[src/rtl/adsr_voice_alloc.sv]
`default_nettype none
// +----------------------------------------------------------------------------+
// | adsr_voice_alloc : shares a pool of adsr envelope generators among a       |
// |                    note-on/off stream, stealing a voice when none is free. |
// | Rev 1.0                                                                    |
// +----------------------------------------------------------------------------+
module adsr_voice_alloc #(
   parameter int VOICES = 4,
   parameter int NOTE_W = 7
) (
   input  logic                     clk,
   input  logic                     rst,
   input  logic                     ev_valid,
   output logic                     ev_ready,
   input  logic                     ev_on,
   input  logic [NOTE_W-1:0]        ev_note,
   input  logic [VOICES-1:0]        env_zero,
   output logic [VOICES-1:0]        voice_trig,
   output logic [VOICES-1:0]        voice_kill,
   output logic [VOICES*NOTE_W-1:0] voice_note,
   output logic [7:0]               steal_cnt
);

   localparam int C_IDX_W = (VOICES > 1) ? $clog2(VOICES) : 1;

   typedef enum logic [1:0] {
      S_IDLE   = 2'd0,
      S_DECIDE = 2'd1,
      S_KILL   = 2'd2
   } state_t;

   state_t                   state_q, state_d;
   logic                     on_q, on_d;
   logic [NOTE_W-1:0]        note_q, note_d;
   logic [VOICES-1:0]        trig_q, trig_d;
   logic [VOICES-1:0]        kill_q, kill_d;
   logic [VOICES*NOTE_W-1:0] vnote_q, vnote_d;
   logic [7:0]               cnt_q, cnt_d;
   logic [C_IDX_W-1:0]       ptr_q, ptr_d;
   logic [C_IDX_W-1:0]       victim_q, victim_d;

   logic [VOICES-1:0]        w_match, w_free, w_rel;
   logic                     w_free_any, w_rel_any;
   logic [C_IDX_W-1:0]       w_free_idx, w_rel_idx, w_vic, w_ptr_next;

   // Voice classification, only meaningful while the latched event is decided.
   always_comb begin
      w_match = '0;
      for (int v = 0; v < VOICES; v++) begin
         w_match[v] = trig_q[v] && (vnote_q[v*NOTE_W +: NOTE_W] == note_q);
      end
   end

   assign w_free     = ~trig_q & env_zero;
   assign w_rel      = ~trig_q & ~env_zero;
   assign w_free_any = |w_free;
   assign w_rel_any  = |w_rel;

   // Scanning downward leaves the lowest set index as the final winner.
   always_comb begin
      w_free_idx = '0;
      w_rel_idx  = '0;
      for (int v = VOICES - 1; v >= 0; v--) begin
         if (w_free[v]) w_free_idx = C_IDX_W'(v);
         if (w_rel[v])  w_rel_idx  = C_IDX_W'(v);
      end
   end

   assign w_vic      = w_rel_any ? w_rel_idx : ptr_q;
   assign w_ptr_next = (ptr_q == C_IDX_W'(VOICES - 1)) ? '0 : ptr_q + C_IDX_W'(1);

   always_comb begin
      state_d  = state_q;
      on_d     = on_q;
      note_d   = note_q;
      trig_d   = trig_q;
      kill_d   = kill_q;
      vnote_d  = vnote_q;
      cnt_d    = cnt_q;
      ptr_d    = ptr_q;
      victim_d = victim_q;
      ev_ready = (state_q == S_IDLE) && !rst;

      case (state_q)
         S_IDLE: begin
            if (ev_valid && (state_q == S_IDLE) && !rst) begin
               on_d    = ev_on;
               note_d  = ev_note;
               state_d = S_DECIDE;
            end
         end

         S_DECIDE: begin
            state_d = S_IDLE;
            if (!on_q) begin
               trig_d = trig_q & ~w_match;
            end else if (!(|w_match)) begin
               if (w_free_any) begin
                  trig_d[w_free_idx] = 1'b1;
                  for (int v = 0; v < VOICES; v++) begin
                     if (C_IDX_W'(v) == w_free_idx) vnote_d[v*NOTE_W +: NOTE_W] = note_q;
                  end
               end else begin
                  kill_d          = '0;
                  kill_d[w_vic]   = 1'b1;
                  trig_d[w_vic]   = 1'b0;
                  victim_d        = w_vic;
                  cnt_d           = (cnt_q == 8'hFF) ? cnt_q : cnt_q + 8'd1;
                  if (!w_rel_any) ptr_d = w_ptr_next;
                  state_d         = S_KILL;
               end
            end
         end

         // The victim's adsr is held in reset this cycle, so it re-triggers from idle.
         S_KILL: begin
            kill_d           = '0;
            trig_d[victim_q] = 1'b1;
            for (int v = 0; v < VOICES; v++) begin
               if (C_IDX_W'(v) == victim_q) vnote_d[v*NOTE_W +: NOTE_W] = note_q;
            end
            state_d = S_IDLE;
         end

         default: state_d = S_IDLE;
      endcase
   end

   always_ff @(posedge clk) begin
      if (rst) begin
         state_q  <= S_IDLE;
         on_q     <= 1'b0;
         note_q   <= '0;
         trig_q   <= '0;
         kill_q   <= '0;
         vnote_q  <= '0;
         cnt_q    <= '0;
         ptr_q    <= '0;
         victim_q <= '0;
      end else begin
         state_q  <= state_d;
         on_q     <= on_d;
         note_q   <= note_d;
         trig_q   <= trig_d;
         kill_q   <= kill_d;
         vnote_q  <= vnote_d;
         cnt_q    <= cnt_d;
         ptr_q    <= ptr_d;
         victim_q <= victim_d;
      end
   end

   assign voice_trig = trig_q;
   assign voice_kill = kill_q;
   assign voice_note = vnote_q;
   assign steal_cnt  = cnt_q;

endmodule
`default_nettype wire

[config.mk]
export PLATFORM = sky130hd
export DESIGN_NAME = adsr_voice_alloc
export DESIGN_NICKNAME = d
export VERILOG_FILES = /design/src/rtl/adsr_voice_alloc.sv
export SDC_FILE = /design/constraint.sdc
export NUM_CORES = 1
export LEC_CHECK = 0
export ABC_AREA = 1
export BUFFER_PORTS_ARGS = -buffer_cell sky130_fd_sc_hd__buf_2
export CORE_MARGIN = 2
export CORE_UTILIZATION = 25
export CTS_CLUSTER_SIZE = 30
export DETAILED_ROUTE_END_ITERATION = 8
export RECOVER_POWER = 100
export REMOVE_ABC_BUFFERS = 1
export SYNTH_ARGS = -nofsm -noshare
export SYNTH_HDL_FRONTEND = slang
export SYNTH_SLANG_ARGS = --single-unit
[constraint.sdc]
create_clock -name clk -period 2 [get_ports clk]
set_clock_uncertainty 0.1 [all_clocks]
set_input_delay 0.3 -clock clk [delete_from_list [all_inputs] [get_ports clk]]
set_output_delay 0.3 -clock clk [all_outputs]
set_load 0.01 [all_outputs]
# Word-level counts from Yosys, hierarchy flattened
# Cells that the tools add are included.
# word_totals
reg_bits	58
latch_bits	0
ramBits	0
mem_bits_ro	0
in_bits	15
out_inout_bits	45
n_memories	0
# op_classes
n_addsub	2
multipliers	0
div	0
order_cmp	6
n_eq_ne	28
shifts	0
mux	41
bitwise	14
n_reduce_logical	28
# ops
op	n
28-bit two-way mux	3
7-bit two-way mux	8
28-bit case mux with 2 select lines	1
7-bit == test	4
2-bit two-way mux	14
4-bit two-way mux	6
2-bit inequality test (second input constant)	12
6-bit AND reduction	4
4-bit AND	4
4-bit NOT	4
4-bit case mux with 2 select lines	2
4-bit OR reduction	3
1-bit logical AND	10
5-bit AND reduction	2
2-bit by 3-bit < comparator with 1-bit output (second input constant)	3
8-bit by 1-bit adder with 8-bit output (second input constant)	1
2-bit == test (first input constant)	4
8-bit == test (second input constant)	1
4-bit bitwise OR	2
4-bit AND reduction	2
1-bit demux with 2-bit select	3
2-bit by 1-bit >= comparator with 1-bit output (second input constant)	3
2-bit zero test	3
1-bit by 2-bit == test with 1-bit output (first input constant)	2
11 further kinds	18

# Depth between registers and ports, before layout
# depth
depth_word	17
ltp_mapped	16
ltp_nobuf	13

# Worst setup path before layout
# No wires, ideal clock.
# synth_timing
path_kind	register -> register
startpoint	register cnt_q[0], in the netlist steal_cnt[0]
endpoint	register cnt_q[0], in the netlist steal_cnt[0]
setup_ns	0.070
arrival_ns	1.630
path_slack_ns	0.199
stages_incl_launch_ff	8
n_path_buf	0
cell_sequence	dfxtp_1 > ha_1 > nand2_1 > nor3_1 > nand3_1 > nand3_1 > nand2_1 > a21oi_1
# synth_via
elab_chain_len	3
elab_cells_between_ends	4
cone_classes	add/sub: 1; eq/ne: 1; bitwise: 1; reduce/logical: 1
# synth_rtl
item	line	rtl
start, declared	38	logic [7:0] cnt_q, cnt_d;
start signal, assigned	147	cnt_q <= cnt_d;
branches (longest 3 deep; another with 8-bit by 1-bit adder with 8-bit output)	n/a	
# Parallel ways; which one is timed is not known.
# A chain may end at the register's enable or synchronous reset.

# Worst setup path after layout
# layout_timing
startpoint	register note_q[3]
endpoint	register vnote_q[27], in the netlist voice_note[27]
# layout_via
elab_chain_len	5
elab_cells_between_ends	11
cone_classes	eq/ne: 5; reduce/logical: 6
# layout_rtl
item	line	rtl
start, declared	34	logic [NOTE_W-1:0] note_q, note_d;
start signal, assigned	143	note_q <= note_d;
7-bit == test	50	w_match[v] = trig_q[v] && (vnote_q[v*NOTE_W +: NOTE_W] == note_q);
1-bit logical AND	50	
4-bit OR reduction *	97	end else if (!(|w_match)) begin
2-bit inequality test (no line) *	n/a	
6-bit AND reduction (no line) *	n/a	
end signal, assigned	146	vnote_q <= vnote_d;
end, declared	37	logic [VOICES*NOTE_W-1:0] vnote_q, vnote_d;
# Mark *: on every way between the ends. The rest lies on a longest branch, timed or not.

==> impl_metrics.json <==
{
  "timing.final.ws_setup_ns": 0.0956,
  "first_pass_iters": 5,
  "grt_max_degree": 57,
  "vias": 3293,
  "syn_inst": 479,
  "critPathMaxFanout": 14,
  "clockBufferDepth": 2,
  "cts.sinks": 58,
  "die_h_um": 118,
  "grtUsageMet3_pct": 3.38,
  "synthTopCellsByArea": "dfxtp_1 35%, nand2_1 13%, nand3_1 7.6%",
  "gp_congestion": 0.887,
  "core_um2": 12700,
  "grt_antenna_before_repair": 0,
  "track_usage_pct": 13.7,
  "grt.overflow.total": 0,
  "htreeDepth": 3,
  "layout.nets": 567,
  "routed_via_density": 4.53,
  "die_area_um2": 14000,
  "finalHoldViolations": 0,
  "hold_end": "note_q[0]",
  "status": "completed",
  "use_met2_pct": 21.3,
  "r2r_slack_ns": 0.1,
  "period_needed_ns": 1.90,
  "peakVddDrop_mv": 0.452,
  "tns_ns": 0,
  "diodes": 0,
  "final_antenna_net_count": 0,
  "min_path_cells": 3,
  "first_iter_violations": 216,
  "hp-start": "ev_note[0]",
  "synthToLayoutAreaGrowth_pct": 28.7,
  "synth_seq_area_share_pct": 35.5,
  "grt_pass1_wl_um": 15200,
  "tightest_slew_ns": 0.382,
  "report.final.slew_viol_count": 0,
  "final_cell_mix": "109 x nand2_1, 59 x nor2_1, 49 x nand3_1",
  "layout_commonest_cell": "nand2_1",
  "dpl_worst_slack_ns": 0.0438,
  "totalWireLength_um": 9870,
  "cp-end-kind": "register",
  "p_leak_nw": 1.75,
  "io_buffers": 59,
  "timing.fmax_mhz": 525,
  "ios": 60,
  "arrival_ns": 2.02,
  "die_w_um": 118,
  "drive_gt1_share_pct": 19.1,
  "grt_pass1_vias": 3051,
  "maxCapViolations": 0,
  "ys_warn_count": 0,
  "hpwl_um": 6800,
  "cts_tree": "yes",
  "p_per_area_nw_per_um2": 801,
  "rr_worst_depth": 12,
  "setup_viol": 0,
  "clk_pin_slew_ns": 0.05,
  "cp.required_ns": 2.12,
  "ys_types": 30,
  "hold_class": "input port to register",
  "top_usage_layer": "met2",
  "r2r_end": "voice_note[27]",
  "critPathLaunchType": "register",
  "synth_area_leader_cell": "dfxtp_1",
  "initial_core_util_pct": 25.7,
  "drc_errors": 0,
  "fillers": 1402,
  "r2r_start": "note_q[3]",
  "clock-root-buffer": "clkbuf_16",
  "post_drt_wl_per_cell_um": 13.6,
  "std_cell_rows": 41,
  "synth-seq-cells": 58,
  "max_slew_margin_pct": 74.6,
  "cts-buffers-inserted": 9,
  "period_share_pct": 95.2,
  "netlist.area_leader.share_pct": 35.5,
  "insertion_delay_ns": 0.33,
  "avgSynthCellArea_um2": 6.83,
  "path_class": "register to register",
  "grt_use_met1_pct": 18.1,
  "syn_area_um2": 3270
}
cell usage after synthesis, drive strengths merged:
master    n
nand2   115
o31ai     8
nor2     70
xnor2    21
buf      21
o21ai    14
and3      1
nand4     8
nand3b    1
nor3      3
and2      1
nand3    53
clkbuf    4
a31oi     1
inv      41
xor2      9
a21oi    48
ha        2
dfxtp    58
logic make-up after synthesis:
| group | after synthesis | share of synthesized area (%) |
|---|---|---|
| compound gates | 71 | 11.9 |
| xor+xnor | 30 | 8.03 |
| fa+ha+maj | 2 | 0.765 |
| buf+inv | 66 | 9.29 |
| flops | 58 | 35.5 |
| simple gates | 252 | 34.6 |
where the power goes:
group	internal [mW]	total, mW	switching [mW]
Combinational	0.184	0.482	0.298
Sequential	1.19	1.24	0.0455
Clock	1.12	1.65	0.535
Total	2.50	3.37	0.878
per-stage QoR:
step	util (%)	instances	hold WS, ns	area [µm²]	total power [mW]
3_5_place_dp	30.0	705	0.372	3820	1.72
2_1_floorplan	-	454	0.269	3120	1.56
4_1_cts	32.5	721	0.0666	4140	3.38
5_1_grt	33.1	727	0.0830	4210	3.53
6_report	33.1	727	0.0725	4210	3.37
3_3_place_gp	30.0	705	0.375	3820	1.71
what timing repair did:
item	in CTS	in global routing
setup endpoints to repair	0	46
gates resized for setup	0	25
buffers inserted	0	3
hold buffers	0	0
hold endpoints to repair	0	0
critical path, stage by stage, from the launching register on:
cell	delay, ns
dfxtp_4	0.38
inv_2	0.08
nand2_1	0.07
nand4_1	0.12
nor2_2	0.19
nand3_2	0.12
nand2_4	0.11
nor2_8	0.05
nand2_2	0.07
nand2_4	0.09
buf_6	0.18
a21oi_1	0.17
nor2_2	0.05
sequential cells by signal (all words and copies together), names as in the netlist:
register	flops
voice_note	28
steal_cnt	8
note_q	7
voice_kill	4
voice_trig	4
ptr_q	2
state_q	2
victim_q	2
on_q	1
cell type report:
class	count	area (µm²)	area share [%]
clock buffer	11	243	5.77
clock inverter	5	77.6	1.84
inverter	41	154	3.66
multi-input combinational	355	1840	43.7
sequential	58	1180	28.1
tap	172	215	5.11
timing repair buffer	85	497	11.8
how the worst max path moves through the flow:
stage	startpoint	to	slack (ns)	cells after the start
after floorplan	note_q[5]	voice_note[20]	-0.05	13
after global placement	note_q[3]	voice_note[20]	0.07	13
after detailed placement	note_q[3]	voice_note[27]	0.04	13
after CTS	note_q[3]	voice_note[27]	0.02	13
after global routing	note_q[3]	voice_note[27]	-0.005	13
final	note_q[3]	voice_note[27]	0.1	12
metal layers:
metal	wire, µm	vias up
met5	0	-
li1	-	1693
met4	160	0
met1	4760	1510
met2	4460	78
met3	478	12
No activity file was read; power rests on OpenSTA's default activity.
